<file path="src/rtl/facto_pkg.sv">
// facto_pkg: shared definitions for the factorial accelerator bus master.
// Holds slave register indices, the address helper and the master FSM states.
package facto_pkg;

   localparam logic [2:0] OP_START = 3'd0;
   localparam logic [2:0] OP_CLEAR = 3'd1;
   localparam logic [2:0] OP_DONE  = 3'd2;
   localparam logic [2:0] INTR_EN  = 3'd3;
   localparam logic [2:0] OPERAND  = 3'd4;
   localparam logic [2:0] RESULT_H = 3'd5;
   localparam logic [2:0] RESULT_L = 3'd6;

   typedef enum logic [3:0] {
      IDLE,
      WR_OPND,
      WR_IEN,
      WR_START,
      WAIT,
      POLL,
      RD_H,
      RD_L,
      WR_CLR1,
      WR_CLR0,
      RESP
   } facto_master_state_t;

   // Byte offset of register idx; registers sit on 8-byte strides.
   function automatic logic [15:0] addr_of(input logic [2:0] idx);
      return {10'd0, idx, 3'd0};
   endfunction

endpackage

</file>
<file path="src/rtl/facto_bus_drv.sv">
// facto_bus_drv: turns a registered one-cycle command into slave bus signals.
// Ports: cmd_*_i command in; m_sel/m_wr/m_addr/m_dout bus out; rd_stb_o read strobe.
module facto_bus_drv
   import facto_pkg::*;
#(
   parameter logic [15:0] BASE_ADDR = 16'h0000
) (
   input  logic        cmd_vld_i,
   input  logic        cmd_wr_i,
   input  logic [2:0]  cmd_idx_i,
   input  logic [63:0] cmd_data_i,
   output logic        m_sel,
   output logic        m_wr,
   output logic [15:0] m_addr,
   output logic [63:0] m_dout,
   output logic        rd_stb_o
);

   // Everything is gated so the bus reads all-zero between accesses.
   assign m_sel    = cmd_vld_i;
   assign m_wr     = cmd_vld_i & cmd_wr_i;
   assign m_addr   = cmd_vld_i ? (BASE_ADDR + addr_of(cmd_idx_i)) : 16'd0;
   assign m_dout   = (cmd_vld_i & cmd_wr_i) ? cmd_data_i : 64'd0;
   assign rd_stb_o = cmd_vld_i & ~cmd_wr_i;

endmodule

</file>
<file path="src/rtl/facto_master.sv">
// facto_master: programs one factorial slave, waits for done, returns 128-bit n!.
// Ports: req_* operand in, res_* result out, busy, m_* slave bus, irq.
// Optional macro FACTO_MASTER_IRQ_EN: irq-driven completion instead of polling.
module facto_master
   import facto_pkg::*;
#(
   parameter logic [15:0] BASE_ADDR = 16'h0000,
   parameter int          POLL_GAP  = 4,
   parameter int          TIMEOUT   = 4096
) (
   input  logic        clk,
   input  logic        reset_n,
   input  logic        req_valid,
   output logic        req_ready,
   input  logic [63:0] req_operand,
   output logic        res_valid,
   input  logic        res_ready,
   output logic [63:0] res_h,
   output logic [63:0] res_l,
   output logic        res_err,
   output logic        busy,
   output logic        m_sel,
   output logic        m_wr,
   output logic [15:0] m_addr,
   output logic [63:0] m_dout,
   input  logic [63:0] m_din,
   input  logic        irq
);

   localparam int          GW       = (POLL_GAP > 1) ? $clog2(POLL_GAP) : 1;
   localparam logic [GW-1:0] GAP_LAST = GW'(POLL_GAP - 1);
   localparam logic [31:0] TMO_LAST = 32'(TIMEOUT - 1);

   facto_master_state_t state_q, state_d;
   logic [31:0]   timer_q, timer_d, timer_inc;
   logic [GW-1:0] gap_q, gap_d;
   logic [63:0]   opnd_q, opnd_d;
   logic [63:0]   res_h_q, res_h_d;
   logic [63:0]   res_l_q, res_l_d;
   logic          err_q, err_d;
   logic          cmd_vld_q, cmd_vld_d;
   logic          cmd_wr_q, cmd_wr_d;
   logic [2:0]    cmd_idx_q, cmd_idx_d;
   logic [63:0]   cmd_data_q, cmd_data_d;
   logic          rd_stb;
   logic          tmo;

   // Saturating timer: once at all-ones it stays there.
   assign timer_inc = (timer_q == 32'hFFFF_FFFF) ? timer_q : timer_q + 32'd1;
   assign tmo       = (timer_q >= TMO_LAST);

`ifndef FACTO_MASTER_IRQ_EN
   logic unused_irq;
   assign unused_irq = irq;
`endif

   always_comb begin
      state_d = state_q;
      timer_d = timer_q;
      gap_d   = gap_q;
      opnd_d  = opnd_q;
      res_h_d = res_h_q;
      res_l_d = res_l_q;
      err_d   = err_q;
      unique case (state_q)
         IDLE: begin
            if (req_valid) begin
               opnd_d  = req_operand;
               timer_d = 32'd0;
               res_h_d = 64'd0;
               res_l_d = 64'd0;
               err_d   = 1'b0;
               state_d = WR_OPND;
            end
         end
`ifdef FACTO_MASTER_IRQ_EN
         WR_OPND: state_d = WR_IEN;
`else
         WR_OPND: state_d = WR_START;
`endif
         WR_IEN:  state_d = WR_START;
         WR_START: begin
            timer_d = 32'd0;
            gap_d   = '0;
            state_d = WAIT;
         end
         WAIT: begin
            timer_d = timer_inc;
            gap_d   = gap_q + 1'b1;
`ifdef FACTO_MASTER_IRQ_EN
            if (irq) begin
               state_d = RD_H;
            end else if (tmo) begin
               err_d   = 1'b1;
               state_d = WR_CLR1;
            end
`else
            if (tmo) begin
               err_d   = 1'b1;
               state_d = WR_CLR1;
            end else if (gap_q == GAP_LAST) begin
               state_d = POLL;
            end
`endif
         end
         POLL: begin
            timer_d = timer_inc;
            gap_d   = '0;
            state_d = (rd_stb && m_din[0]) ? RD_H : WAIT;
         end
         RD_H: begin
            if (rd_stb) res_h_d = m_din;
            state_d = RD_L;
         end
         RD_L: begin
            if (rd_stb) res_l_d = m_din;
            state_d = WR_CLR1;
         end
         WR_CLR1: state_d = WR_CLR0;
         WR_CLR0: state_d = RESP;
         RESP: begin
            if (res_ready) state_d = IDLE;
         end
         default: state_d = IDLE;
      endcase
   end

   // Bus command is decoded from the next state and registered, so the
   // access lands exactly in the cycle the FSM sits in that state.
   always_comb begin
      cmd_vld_d  = 1'b0;
      cmd_wr_d   = 1'b0;
      cmd_idx_d  = 3'd0;
      cmd_data_d = 64'd0;
      unique case (state_d)
         WR_OPND: begin
            cmd_vld_d  = 1'b1;
            cmd_wr_d   = 1'b1;
            cmd_idx_d  = OPERAND;
            cmd_data_d = opnd_d;
         end
         WR_IEN: begin
            cmd_vld_d  = 1'b1;
            cmd_wr_d   = 1'b1;
            cmd_idx_d  = INTR_EN;
            cmd_data_d = 64'd1;
         end
         WR_START: begin
            cmd_vld_d  = 1'b1;
            cmd_wr_d   = 1'b1;
            cmd_idx_d  = OP_START;
            cmd_data_d = 64'd1;
         end
         POLL: begin
            cmd_vld_d = 1'b1;
            cmd_idx_d = OP_DONE;
         end
         RD_H: begin
            cmd_vld_d = 1'b1;
            cmd_idx_d = RESULT_H;
         end
         RD_L: begin
            cmd_vld_d = 1'b1;
            cmd_idx_d = RESULT_L;
         end
         WR_CLR1: begin
            cmd_vld_d  = 1'b1;
            cmd_wr_d   = 1'b1;
            cmd_idx_d  = OP_CLEAR;
            cmd_data_d = 64'd1;
         end
         WR_CLR0: begin
            cmd_vld_d = 1'b1;
            cmd_wr_d  = 1'b1;
            cmd_idx_d = OP_CLEAR;
         end
         default: ;
      endcase
   end

   always_ff @(posedge clk or negedge reset_n) begin
      if (!reset_n) begin
         state_q    <= IDLE;
         timer_q    <= 32'd0;
         gap_q      <= '0;
         opnd_q     <= 64'd0;
         res_h_q    <= 64'd0;
         res_l_q    <= 64'd0;
         err_q      <= 1'b0;
         cmd_vld_q  <= 1'b0;
         cmd_wr_q   <= 1'b0;
         cmd_idx_q  <= 3'd0;
         cmd_data_q <= 64'd0;
      end else begin
         state_q    <= state_d;
         timer_q    <= timer_d;
         gap_q      <= gap_d;
         opnd_q     <= opnd_d;
         res_h_q    <= res_h_d;
         res_l_q    <= res_l_d;
         err_q      <= err_d;
         cmd_vld_q  <= cmd_vld_d;
         cmd_wr_q   <= cmd_wr_d;
         cmd_idx_q  <= cmd_idx_d;
         cmd_data_q <= cmd_data_d;
      end
   end

   facto_bus_drv #(
      .BASE_ADDR(BASE_ADDR)
   ) u_bus (
      .cmd_vld_i (cmd_vld_q),
      .cmd_wr_i  (cmd_wr_q),
      .cmd_idx_i (cmd_idx_q),
      .cmd_data_i(cmd_data_q),
      .m_sel     (m_sel),
      .m_wr      (m_wr),
      .m_addr    (m_addr),
      .m_dout    (m_dout),
      .rd_stb_o  (rd_stb)
   );

   assign req_ready = (state_q == IDLE);
   assign busy      = (state_q != IDLE);
   assign res_valid = (state_q == RESP);
   assign res_h     = res_h_q;
   assign res_l     = res_l_q;
   assign res_err   = err_q;

endmodule

</file>
<file path="config.mk">
export PLATFORM = sky130hd
export DESIGN_NAME = facto_master
export DESIGN_NICKNAME = d
export VERILOG_FILES = /design/src/rtl/facto_pkg.sv /design/src/rtl/facto_bus_drv.sv /design/src/rtl/facto_master.sv
export SDC_FILE = /design/constraint.sdc
export NUM_CORES = 1
export LEC_CHECK = 0
export ABC_AREA = 1
export ABC_CLOCK_PERIOD_IN_PS = 1900
export CORE_MARGIN = 4
export CORE_UTILIZATION = 46
export CTS_BUF_LIST = sky130_fd_sc_hd__clkbuf_16
export CTS_CLUSTER_DIAMETER = 120
export DETAILED_ROUTE_END_ITERATION = 7
export PLACE_DENSITY = 0.89
export SLEW_MARGIN = 20
export SYNTH_ARGS = -nofsm -noshare
export SYNTH_HDL_FRONTEND = slang
export SYNTH_SLANG_ARGS = --single-unit
</file>
<file path="constraint.sdc">
create_clock -name clk -period 1.9 [get_ports clk]
set_input_delay 0.285 -clock clk [delete_from_list [all_inputs] [get_ports clk]]
set_output_delay 0.285 -clock clk [all_outputs]
set_load 0.02 [all_outputs]
</file>
# == After elaboration in Yosys (flattened, before gate mapping) ==
# Index checks and enable logic that the tools add are counted.
# word_totals
ff_bits,300
in_bits,133
out_inout_bits,214
# classes
n_addsub,2
n_lt_le_gt_ge,1
n_eq_ne,25
mux,25
bitwise,3
n_reduce_logical,19
# ops
operator,n
64-bit case mux with 2 select lines,3
64-bit two-way mux,5
32-bit case mux with 3 select lines,1
32-bit two-way mux,2
4-bit case mux with 10 select lines,1
32-bit by 1-bit adder with 32-bit output (second input constant),1
32-bit == test (second input constant),1
32-bit by 12-bit >= comparator with 1-bit output (second input constant),1
4-bit by 3-bit == test with 1-bit output (second input constant),7
4-bit == test (second input constant),5
3-bit case mux with 6 select lines,1
4-bit by 2-bit == test with 1-bit output (second input constant),4
4-bit two-way mux,4
3-bit AND reduction,4
2-bit inequality test (second input constant),5
4-bit by 1-bit == test with 1-bit output (second input constant),2
2-bit nonzero test,4
2-bit OR reduction,4
8-bit OR reduction,1
6-bit two-way mux,1
5-bit OR reduction,1
4-bit logical NOT,1
1-bit two-way mux,4
2-bit case mux with 2 select lines,1
10 further kinds,11

# == Logic depth before layout (Yosys ltp) ==
# logic_depth
depth_word,8
depth_mapped,11

# == Modules after synthesis ==
# Synthesis repeated with hierarchy kept, for this count alone.
# unflattened
cells_unflattened,1322
hier_area_um2,11282.1
# modules_own_cells
module,instances,cells_per_inst,area_each_um2,seq_area_each_um2
facto_master,1,1162,10171.0,5905.7
facto_bus_drv,1,160,1111.1,0.0

# == Worst setup path before layout ==
# Ideal clock, no wire load.
# synth_timing
kind,reg-to-reg
start,reg timer_q[0]
end,reg cmd_vld_q
setup_ns,0.131
arrival_ns,1.516
required_time_ns,1.769
setup_slack_ns,0.252
stages_incl_launch_ff,10
cell_sequence,dfrtp_1 ha_1 nand2_1 nor2_4 nand2_1 nand3_1 a21oi_1 nor2_1 nor2_1 nand3_1
# synth_via
elab_chain_len,6
word_cells_on_any_way,13
cone_classes,order compare: 1; eq/ne: 8; mux: 3; reduce/logical: 1
# synth_lines
item,line,rtl
from (decl),facto_master.sv:35,"logic [31:0] timer_q, timer_d, timer_inc;"
from (signal assigned),facto_master.sv:196,timer_q <= timer_d;
32-bit by 12-bit >= comparator with 1-bit output *,facto_master.sv:50,assign tmo = (timer_q >= TMO_LAST);
4-bit two-way mux *,facto_master.sv:98,if (tmo) begin
4-bit case mux with 10 select lines *,facto_master.sv:65,unique case (state_q)
"4-bit == test, or another cell as far along",facto_master.sv:135,unique case (state_d)
8-bit OR reduction (no line) *,-,
1-bit two-way mux *,facto_master.sv:135,
net cmd_vld_d,facto_master.sv:41,"logic cmd_vld_q, cmd_vld_d;"
to (signal assigned),facto_master.sv:202,cmd_vld_q <= cmd_vld_d;
to (decl),facto_master.sv:41,
# The timed path passes the listed nets; every way through them passes the cells marked *.
# A chain may end at the register's enable or synchronous reset.

# == Worst setup path after layout ==
# layout_timing
start,reg state_q[3]
end,out busy
# layout_via
elab_chain_len,1
# layout_lines
item,line,rtl
from (decl),facto_master.sv:34,"facto_master_state_t state_q, state_d;"
from (signal assigned),facto_master.sv:195,state_q <= state_d;
4-bit nonzero test,facto_master.sv:224,assign busy = (state_q != IDLE);
to (decl),facto_master.sv:21,"output logic busy,"
# Every way passes these cells.

==> results.sh <==
export IMPL_status="finished with violations"
export IMPL_failed_checks="setup timing"
export IMPL_yosys_area_top_type="dfrtp_1"
export IMPL_max_freq_mhz=523
export IMPL_cap_violations=0
export IMPL_grt_use_total=0.247
export IMPL_switching_share=0.395
export IMPL_clock_path_buffers=3
export IMPL_nFillCells=1681
export IMPL_ant_nets=0
export IMPL_period_minus_slack_ns=1.91
export IMPL_die_w_um=161
export IMPL_drt_initial_drc_count=735
export IMPL_synth_edff_count=0
export IMPL_ys_seq_area_frac=0.550
export IMPL_root_buffer="clkbuf_16"
export IMPL_power_density_nw_per_um2=1380
export IMPL_drive_above_1_share=0.116
export IMPL_crit_fanout=5
export IMPL_layout_commonest_cell="inv_1"
export IMPL_die_area_um2=25800
export IMPL_synthDistinctLibCells=36
export IMPL_dpl_hpwl_um=23300
export IMPL_num_rows=55
export IMPL_area_growth_pct=40.7
export IMPL_vias=9934
export IMPL_cp_arrival_ns=1.63
export IMPL_port_buffers=332
export IMPL_cts_inserted_buffers=25
export IMPL_start_util=0.471
export IMPL_postSynthCellCount=1305
export IMPL_fin_crit_sh=1.01
export IMPL_fin_area_um2=15100
export IMPL_rsz0062_at_grt="true"
export IMPL_synth_flop_cell="dfrtp_1"
export IMPL_die_h_um=161
export IMPL_yosys_area_top_type_share=0.550
export IMPL_cts_tree="yes"
export IMPL_crit_type="reg -> out"
export IMPL_final_cell_mix="inv_1, clkdlybuf4s50_1, dfrtp_1, nor2_1, nand2_1"
export IMPL_netlist_area_um2=10700
export IMPL_cts_htree_levels=1
export IMPL_synthArstFlopShare=1.00
export IMPL_avgSynthCellArea_um2=8.23
export IMPL_grt_overflow_total=0
export IMPL_startpoint_type="register"
export IMPL_remaining_drc_errors=0
export IMPL_clock_power_share=0.220
export IMPL_cts_sinks=236
export IMPL_holdWs_ns=0.253
export IMPL_drv_slew=0
export IMPL_hp_class="in -> reg"
export IMPL_clk_latency_ns=0.55
export IMPL_grt_pass1_vias=10012
export IMPL_p_comb_frac=0.435
export IMPL_yosys_top_cells_area="dfrtp_1, inv_1, nor2_1"
export IMPL_intPower_mw=12.6
export IMPL_seq_power_share=0.346
export IMPL_nets=1772
export IMPL_io_pins=347
export IMPL_fin_ws_ns=-0.0126
export IMPL_p_leak_nw=7.34
export IMPL_avgViaCountPerCell=5.05
export IMPL_drt_first_pass_iters=6
export IMPL_irDropWorstVdd_mv=0.941
export IMPL_yosysWarningCount=0
export IMPL_dpl_cell_area_um2=14600
export IMPL_critPathRequiredTime_ns=1.62
export IMPL_finClkSkew_ns=0.0270
export IMPL_grt_pass1_wl_um=52300
export IMPL_core_area_um2=22800
export IMPL_hold_viol=0
export IMPL_antenna_found_initial=1
export IMPL_grt_start_max_net_pins=68
export IMPL_p_sw_mw=8.24
export IMPL_worstSetupEndpointType="output pin"
export IMPL_cts_post_setup_buffers_inserted=0
export IMPL_setup_viol=1
export IMPL_drt_total_wl_um=33100
export IMPL_wl_per_cell_um=16.8
export IMPL_ys_ff_latch=236
export IMPL_fin_tns_setup_ns=-0.0126
export IMPL_gp_congestion=0.918
export IMPL_cts_clk_slew_worst_paths_ns=0.06
cells in the mapped netlist (all sizes together) (11+ instances only):
| library cell | n |
|---|---|
| a21oi | 95 |
| buf | 36 |
| clkbuf | 41 |
| dfrtp | 236 |
| inv | 272 |
| nand2 | 134 |
| nand3 | 52 |
| nor2 | 240 |
| nor3 | 11 |
| o21ai | 103 |
| o22ai | 42 |
| xor2 | 11 |
layout make-up:
cell class              count  area, µm²  share of cell area
well taps                 313        392              0.0259
inverters                 272       1020              0.0676
diodes                      1       2.50            0.000166
multi-input cells         732       3530               0.234
flip-flops and latches    236       5910               0.391
repair buffers            370       3490               0.231
clock inverters            19        136             0.00903
clock buffers              25        626              0.0414
worst max-delay path: stages (launching register included):
cell	delay [ns]
dfrtp_2	0.46
nor2_4	0.13
inv_2	0.06
nor2_4	0.15
inv_2	0.09
buf_2	0.20
logic make-up after synthesis:
logic type / synth area share
adder cells (fa/ha/maj): 0.00233
buffers and inverters: 0.132
AO/OA/AOI/OAI: 0.126
XOR/XNOR: 0.0122
AND/OR/NAND/NOR: 0.178
other: 0.000349
flip-flops: 0.550
per-layer routing:
| layer | part of all wire | vias to the layer above | GRT usage |
|---|---|---|---|
| li1 | - | 4668 | - |
| met1 | 0.38 | 4708 | 0.296 |
| met2 | 0.49 | 464 | 0.420 |
| met3 | 0.095 | 94 | 0.0721 |
| met4 | 0.043 | 0 | 0.0973 |
| met5 | 0 | - | 0 |
state kept, by name, summed over array words and instances (netlist names):
name and count:
res_l 64, res_err 1, gap_q 2, res_h 64, cmd_idx_q 3, state_q 4, cmd_data_q 64, cmd_vld_q 1
timer_q 32, cmd_wr_q 1
stage by stage:
stage	power [mW]	utilization	setup WS, ns	std cells
floorplan	11.9	-	0.252	1317
global placement	15.9	0.640	0.0914	1921
detailed placement	16.2	0.640	0.0747	1921
CTS	20.8	0.664	-0.144	1966
global route	22.0	0.663	-0.0841	1968
finish	20.9	0.663	-0.0126	1968
path summary, 6_finish.rpt:
check / startpoint / end / slack [ns] / depth (start not counted)
setup / recovery: state_q[3] / busy / -0.01 / 5
hold / removal: req_operand[26] / cmd_data_q[26] / 0.25 / 3
setup reg to reg: state_q[3] / timer_q[2] / 0.09 / 10
hold reg to reg: gap_q[0] / gap_q[0] / 0.50 / 1
max in group asynchronous: reset_n / cmd_data_q[3] / 1.00 / 3
min in group asynchronous: reset_n / res_l[23] / 0.27 / 2
power by group through the flow:
| stage | sequential (mW) | clock [mW] | combinational [mW] |
|---|---|---|---|
| 2_1_floorplan | 8.42 | 0 | 3.49 |
| 3_3_place_gp | 7.14 | 0 | 8.78 |
| 3_5_place_dp | 7.20 | 0 | 8.97 |
| 4_1_cts | 7.18 | 4.68 | 8.95 |
| 5_1_grt | 7.37 | 4.89 | 9.72 |
| 6_report | 7.21 | 4.58 | 9.07 |
what timing repair did:
| item | CTS | global route |
|---|---|---|
| setup endpoints to repair | 73 | 71 |
| hold endpoints to repair | 47 | 0 |
| pin swaps | 0 | 3 |
| resized for setup | 263 | 45 |
| gates cloned | 0 | 1 |
| hold buffers | 1 | 0 |
(Power assumes the default switching activity.)
